`src/rtl/dac_pulse_pkg.sv`:
```
// dac_pulse_pkg
// Shared definitions for the DAC pulse sequencer slice.
//   SAMPLE_W   : width of signed ADC/DAC samples (16)
//   COUNT_W    : width of unsigned cycle counts and the fire counter (16)
//   COUNT_MAX  : saturation ceiling of the fire counter
//   state_t    : sequencer state encoding as seen on the State output
//   atLeastOne : clamps a zero cycle count up to one cycle
package dac_pulse_pkg;

  localparam int SAMPLE_W = 16;
  localparam int COUNT_W  = 16;

  localparam logic [COUNT_W-1:0] COUNT_MAX = '1;

  // The numeric values are visible to software through the State port,
  // so they are pinned explicitly rather than left to enum defaults.
  typedef enum logic [1:0] {
    ST_IDLE     = 2'd0,
    ST_ARMED    = 2'd1,
    ST_FIRING   = 2'd2,
    ST_COOLDOWN = 2'd3
  } state_t;

  // A programmed length of zero still yields a one-cycle phase, so every
  // place that loads a down-counter goes through this clamp.
  function automatic logic [COUNT_W-1:0] atLeastOne(input logic [COUNT_W-1:0] value);
    return (value == '0) ? COUNT_W'(1) : value;
  endfunction

endpackage

```
`src/rtl/threshold_crossing_det.sv`:
```
// threshold_crossing_det
// Registers the incoming ADC stream and flags an upward threshold crossing.
//   i_clk       : sole clock, rising edge
//   i_rst       : asynchronous active-high reset, clears both sample registers
//   i_sample    : signed ADC sample, captured every cycle
//   i_threshold : signed crossing threshold
//   o_crossing  : high while the previous sample is below the threshold and
//                 the current sample is at or above it
module threshold_crossing_det
  import dac_pulse_pkg::*;
(
  input  logic                       i_clk,
  input  logic                       i_rst,
  input  logic signed [SAMPLE_W-1:0] i_sample,
  input  logic signed [SAMPLE_W-1:0] i_threshold,
  output logic                       o_crossing
);

  logic signed [SAMPLE_W-1:0] r_s;
  logic signed [SAMPLE_W-1:0] r_sPrev;

  // Two-deep sample history: r_s is the sample captured at the most recent
  // edge and r_sPrev the one before it. Both clear to zero so that a
  // positive threshold cannot see a spurious crossing straight out of reset.
  always_ff @(posedge i_clk or posedge i_rst) begin
    if (i_rst) begin
      r_s     <= '0;
      r_sPrev <= '0;
    end else begin
      r_s     <= i_sample;
      r_sPrev <= r_s;
    end
  end

  // The crossing is decoded from registered samples only, so it is valid for
  // the whole cycle after the crossing sample is captured. The sequencer acts
  // on it at the following edge, which gives the one-edge output latency.
  assign o_crossing = (r_sPrev < i_threshold) && (r_s >= i_threshold);

endmodule

```
`src/rtl/dac_pulse_sequencer.sv`:
```
// dac_pulse_sequencer
// Watches an ADC stream for an upward threshold crossing and answers it with
// a fixed-amplitude DAC pulse followed by a dead-time window.
//   i_clk            : sole clock, rising edge
//   i_rst            : asynchronous active-high reset
//   i_enable         : level; low forces IDLE and a zero output
//   i_arm            : level; a rising edge arms the block from IDLE
//   i_autoRearm      : when high, the block re-arms itself after cooldown
//   i_clearCount     : single-cycle pulse clearing the fire counter
//   i_inputA         : signed ADC sample stream
//   i_trigThreshold  : signed upward-crossing threshold
//   i_pulseAmplitude : signed DAC level during the pulse
//   i_pulseWidth     : pulse length in cycles (0 behaves as 1)
//   i_cooldownCycles : dead time after the pulse in cycles (0 behaves as 1)
//   o_outputA        : registered signed DAC sample
//   o_state          : IDLE=0, ARMED=1, FIRING=2, COOLDOWN=3
//   o_fireCount      : saturating count of pulses fired
module dac_pulse_sequencer
  import dac_pulse_pkg::*;
(
  input  logic                       i_clk,
  input  logic                       i_rst,
  input  logic                       i_enable,
  input  logic                       i_arm,
  input  logic                       i_autoRearm,
  input  logic                       i_clearCount,
  input  logic signed [SAMPLE_W-1:0] i_inputA,
  input  logic signed [SAMPLE_W-1:0] i_trigThreshold,
  input  logic signed [SAMPLE_W-1:0] i_pulseAmplitude,
  input  logic        [COUNT_W-1:0]  i_pulseWidth,
  input  logic        [COUNT_W-1:0]  i_cooldownCycles,
  output logic signed [SAMPLE_W-1:0] o_outputA,
  output logic        [1:0]          o_state,
  output logic        [COUNT_W-1:0]  o_fireCount
);

  state_t                     r_state;
  state_t                     w_stateNext;
  logic        [COUNT_W-1:0]  r_counter;
  logic        [COUNT_W-1:0]  w_counterNext;
  logic signed [SAMPLE_W-1:0] r_amplitude;
  logic signed [SAMPLE_W-1:0] w_amplitudeNext;
  logic signed [SAMPLE_W-1:0] r_outputA;
  logic signed [SAMPLE_W-1:0] w_outputANext;
  logic        [COUNT_W-1:0]  r_fireCount;
  logic        [COUNT_W-1:0]  w_fireCountNext;
  logic                       r_armPrev;
  logic                       w_armRise;
  logic                       w_crossing;
  logic                       w_fireEntry;

  threshold_crossing_det u_crossingDet (
    .i_clk       (i_clk),
    .i_rst       (i_rst),
    .i_sample    (i_inputA),
    .i_threshold (i_trigThreshold),
    .o_crossing  (w_crossing)
  );

  // Arm is a level from a control register; only its rising edge means
  // "arm now". The history bit resets to one so that an Arm already high
  // when reset lifts is not mistaken for a fresh command.
  always_ff @(posedge i_clk or posedge i_rst) begin
    if (i_rst) begin
      r_armPrev <= 1'b1;
    end else begin
      r_armPrev <= i_arm;
    end
  end

  assign w_armRise = i_arm & ~r_armPrev;

  // State register plus everything that moves with it: the shared phase
  // down-counter, the latched pulse amplitude, the DAC output register and
  // the fire counter. The output register has an async reset so a reset in
  // the middle of a pulse silences the DAC without waiting for a clock.
  always_ff @(posedge i_clk or posedge i_rst) begin
    if (i_rst) begin
      r_state     <= ST_IDLE;
      r_counter   <= '0;
      r_amplitude <= '0;
      r_outputA   <= '0;
      r_fireCount <= '0;
    end else begin
      r_state     <= w_stateNext;
      r_counter   <= w_counterNext;
      r_amplitude <= w_amplitudeNext;
      r_outputA   <= w_outputANext;
      r_fireCount <= w_fireCountNext;
    end
  end

  // Next-state and next-output decode. One down-counter serves both timed
  // phases: it is loaded with the clamped pulse width on entry to FIRING and
  // with the clamped cooldown length on entry to COOLDOWN, and each phase
  // ends on the cycle the counter reads one. Width and amplitude are sampled
  // only at the firing edge and cooldown length only at the cooldown edge,
  // so register writes during a pulse cannot stretch or reshape it.
  // Crossings are looked at only in ARMED; anywhere else they are dropped.
  // Enable low overrides every other transition.
  always_comb begin
    w_stateNext     = r_state;
    w_counterNext   = r_counter;
    w_amplitudeNext = r_amplitude;
    w_outputANext   = '0;
    w_fireEntry     = 1'b0;

    if (!i_enable) begin
      w_stateNext   = ST_IDLE;
      w_counterNext = '0;
    end else begin
      case (r_state)
        ST_IDLE: begin
          if (w_armRise) begin
            w_stateNext = ST_ARMED;
          end
        end

        ST_ARMED: begin
          if (w_crossing) begin
            w_stateNext     = ST_FIRING;
            w_counterNext   = atLeastOne(i_pulseWidth);
            w_amplitudeNext = i_pulseAmplitude;
            w_outputANext   = i_pulseAmplitude;
            w_fireEntry     = 1'b1;
          end
        end

        ST_FIRING: begin
          if (r_counter <= COUNT_W'(1)) begin
            w_stateNext   = ST_COOLDOWN;
            w_counterNext = atLeastOne(i_cooldownCycles);
          end else begin
            w_counterNext = r_counter - COUNT_W'(1);
            w_outputANext = r_amplitude;
          end
        end

        ST_COOLDOWN: begin
          if (r_counter <= COUNT_W'(1)) begin
            w_stateNext   = i_autoRearm ? ST_ARMED : ST_IDLE;
            w_counterNext = '0;
          end else begin
            w_counterNext = r_counter - COUNT_W'(1);
          end
        end

        default: begin
          w_stateNext   = ST_IDLE;
          w_counterNext = '0;
        end
      endcase
    end
  end

  // Fire counter update. A pulse entry wins over a plain clear, but when the
  // two coincide the clear still wipes the old total and the new pulse is
  // counted on top of it, giving one. The counter sticks at its ceiling
  // instead of wrapping so software never sees a small number after many
  // pulses.
  always_comb begin
    w_fireCountNext = r_fireCount;
    if (w_fireEntry) begin
      if (i_clearCount) begin
        w_fireCountNext = COUNT_W'(1);
      end else if (r_fireCount != COUNT_MAX) begin
        w_fireCountNext = r_fireCount + COUNT_W'(1);
      end
    end else if (i_clearCount) begin
      w_fireCountNext = '0;
    end
  end

  assign o_outputA   = r_outputA;
  assign o_state     = r_state;
  assign o_fireCount = r_fireCount;

endmodule

```
`config.mk`:
```
export PLATFORM = sky130hd
export DESIGN_NAME = dac_pulse_sequencer
export DESIGN_NICKNAME = d
export VERILOG_FILES = /design/src/rtl/dac_pulse_pkg.sv /design/src/rtl/threshold_crossing_det.sv /design/src/rtl/dac_pulse_sequencer.sv
export SDC_FILE = /design/constraint.sdc
export NUM_CORES = 1
export LEC_CHECK = 0
export ABC_AREA = 1
export BUFFER_PORTS_ARGS = -buffer_cell sky130_fd_sc_hd__buf_2
export CAP_MARGIN = 40
export CORE_ASPECT_RATIO = 0.8
export CORE_MARGIN = 2
export CORE_UTILIZATION = 50
export DETAILED_ROUTE_END_ITERATION = 10
export PLACE_DENSITY = 0.81
export SETUP_SLACK_MARGIN = 0.4
export SYNTH_ARGS = -nofsm -noshare
export SYNTH_HDL_FRONTEND = slang
export SYNTH_SLANG_ARGS = --single-unit
```
`constraint.sdc`:
```
create_clock -name i_clk -period 3 [get_ports i_clk]
set_input_delay 0.3 -clock i_clk [delete_from_list [all_inputs] [get_ports i_clk]]
set_output_delay 0.3 -clock i_clk [all_outputs]
set_load 0.05 [all_outputs]
```
==> key figures <==
Outcome
  – Status: finished, final reports clean

Critical path
  – Worst R2R Path Depth: 15
  – RR Endpoint: r_counter[2]
  – Startpoint types: flip-flop
  – Max FO, Critical Path: 27
  – WP data required: 3.24 ns
  – Crit path DAT: 2.54 ns
  – R2R Setup Slk: 0.70 ns
  – Crit path capture type: flip-flop
  – Crit path kind: flip-flop to flip-flop
  – Worst r2r src: u_crossingDet.r_s[15]

Timing
  – Setup Skew: 0.0138 ns
  – Unrepaired setup endpoints after global routing: false
  – Hold WS: 0.0563 ns
  – Worst slew pin tran: 0.819 ns
  – TNS Setup: 0 ns
  – Slew margin rel.: 0.453
  – Tcrit/Tclk final: 0.768
  – Final hold violations: 0
  – Setup violators final: 0
  – Achievable Freq: 434 MHz
  – Period minus WS final: 2.30 ns
  – Final Max Slew Viols: 0

Global routing
  – Antenna violations before repair: 0
  – Global-route wire length before repair: 22.8 mm
  – Pin count of the biggest net entering global routing: 57
  – Grt ovf: 0
  – Number of global-route vias before repair: 4878
  – Tot GR Track Use: 0.222

Power and ir drop
  – Gate power share: 0.375
  – P_int: 2890 uW
  – Lkg Pwr: 0.00359 uW
  – Pwr/cell area: 699 nW/um^2
  – Sequential power share: 0.377
  – Clock group share of total power: 0.249
  – Sw Share: 0.405
  – Sw power: 1970 uW
  – Worst VDD drop: 0.000393 V

Logic synthesis
  – Netlist Area Pre-Place: 5870 sq um
  – Commonest cells in the netlist: 156 x nand2_1, 98 x dfrtp_1, 71 x inv_1
  – Area leader, netlist: dfrtp_1
  – Synth area leaders: dfrtp_1 42%, nand2_1 10%, ha_1 8.1%
  – Synth async-reset ratio: 1.00
  – Most frequent cell after synthesis: nand2_1
  – Post-Syn Instances: 698
  – Sequential share of the synthesized area: 0.422
  – FF+latch count, synth: 99
  – Yosys warns: 0
  – EDFF count, synth: 0
  – Syn Area/Cell: 8.41 sq um
  – Netlist cell types: 47
  – Mapped Nets: 822
  – Post-synth top flop: dfrtp_1
  – Area share of the largest cell type after synthesis: 0.418

CTS
  – CTS Sinks: 99
  – CTS tree: yes
  – Worst-path clk slew: 0.07 ns
  – Cts hold-fix bufs: 0
  – CTS Root Cell: clkbuf_16
  – Clock Latency Late Sink: 0.35 ns
  – Total CTS buffers: 9
  – Number of H-tree levels: 3
  – Worst-case clock buffer depth: 2

Hold path
  – Hold path endpoint: u_crossingDet.r_s[3]
  – Hold path startpoint: i_inputA[3]
  – Worst Hold Depth: 1
  – Worst Hold Class: primary input to flip-flop

Die
  – DIE HEIGHT: 101 microns
  – Row cnt: 35
  – IO Pins: 120
  – Effective utilization at floorplan: 0.512
  – Die area: 12600 sq um
  – Core area: 11500 sq um
  – Die span in x: 125 microns

Routing
  – Routed Antenna Nets: 0
  – Vias per Instance: 5.21
  – Mean routed wirelength per cell: 13.9 microns
  – Final WL: 13.5 mm
  – Via count: 5075
  – # DRC: 0
  – DR iter-0 viols: 284
  – Pre-antenna DRT Iters: 5

Job
  – Max Cap Violations: 0

Placed design
  – Port Buffers: 119
  – RePlAce Congestion: 0.928
  – Placed cells: 951
  – DP Wirelength: 9.91 mm

Layout
  – Fraction of layout cells with a size suffix above 1: 0.254
  – Antenna Cells: 0
  – Area grow syn2layout: 18.4%
  – Filler cells: 1068
  – Layout Cells excl Fill: 975
  – Layout Nets: 946
worst max-delay path by stage:
| stage | start | endpoint | slack [ns] | depth (start not counted) |
|---|---|---|---|---|
| after floorplan | o_fireCount[0] | o_fireCount[13] | 0.75 | 10 |
| after global placement | i_trigThreshold[15] | r_amplitude[9] | 0.59 | 15 |
| after detailed placement | i_trigThreshold[15] | r_amplitude[11] | 0.52 | 15 |
| after CTS | u_crossingDet.r_s[15] | r_amplitude[11] | 0.58 | 13 |
| after global routing | u_crossingDet.r_s[15] | r_counter[2] | 0.44 | 14 |
| final | u_crossingDet.r_s[15] | r_counter[2] | 0.70 | 15 |
metal layers:
| metal | vias to the layer above | wire length (microns) | GRT usage |
|---|---|---|---|
| met5 | - | 0 | 0 |
| met4 | 0 | 199 | 0.0590 |
| met3 | 14 | 812 | 0.0446 |
| met2 | 150 | 6210 | 0.367 |
| met1 | 2345 | 6280 | 0.301 |
| li1 | 2566 | - | - |
power by group through the flow:
stage	Sequential (uW)	Combinational (uW)	Clock, uW
floorplan	1880	1330	0
global placement	1840	1740	0
detailed placement	1850	1780	0
CTS	1830	1780	1240
global route	1870	2070	1290
finish	1830	1820	1210
flip-flops by register name (all words and copies together), names as in the netlist:
register,flops
o_outputA,16
o_fireCount,16
o_state,2
r_armPrev,1
u_crossingDet.r_sPrev,16
u_crossingDet.r_s,16
r_counter,16
r_amplitude,16
layout make-up:
class / count / area [sq um] / area share
Sequential cell: 99 / 2480 / 0.357
Timing Repair Buffer: 133 / 701 / 0.101
Clock inverter: 6 / 83.8 / 0.0121
Inverter: 74 / 282 / 0.0405
Tap cell: 148 / 185 / 0.0267
Multi-Input combinational cell: 505 / 2990 / 0.430
Clock buffer: 10 / 229 / 0.0330
critical path, cell delays in order, from the launching register on:
cell and delay [ns]:
dfrtp_1 0.40, ha_1 0.34, nand2_2 0.12, inv_1 0.05, nand2_1 0.06, nand2_1 0.05, a21oi_1 0.18, nand3_2 0.08
nand2_1 0.11, nand3_2 0.10, nand3_4 0.13, nand2_2 0.13, nand2_8 0.18, inv_1 0.13, nand2_1 0.10, nand2_1 0.05
metrics by stage:
step | instance area [sq um] | utilization | power [uW] | setup slack [ns]
after detailed placement | 6570 | 0.572 | 3620 | 0.522
after global placement | 6570 | 0.572 | 3580 | 0.589
final | 6950 | 0.606 | 4860 | 0.696
after global routing | 6950 | 0.606 | 5230 | 0.441
after floorplan | 5870 | - | 3210 | 0.749
after CTS | 6880 | 0.600 | 4850 | 0.579
cells in the final DEF (no fill, tap or decap), types with 10 or more instances in the layout:
cell / count
o21ai_1: 23
nand2_4: 10
a21oi_2: 10
dfrtp_1: 98
nand3_1: 48
a21oi_1: 30
buf_4: 14
xor2_1: 10
buf_2: 119
nand3_2: 10
o21ai_0: 26
nor2_1: 58
ha_1: 38
nand2_1: 156
nand4_1: 10
inv_1: 70
timing repair:
item / 4_1_cts / 5_1_grt
endpoints found under the setup margin: 0 / 22
setup buffers: 0 / 8
gates resized for setup: 0 / 1
logic make-up after synthesis:
group / count (synthesis) / synth area share
and+or+nand+nor: 334 / 0.283
buffers and inverters: 94 / 0.0701
DFF: 99 / 0.422
xor gates and xnor gates: 14 / 0.0209
adders and majority gates: 38 / 0.0810
AOI/OAI and AO/OA: 119 / 0.123
Note: power is estimated with default switching activity, not from simulation.
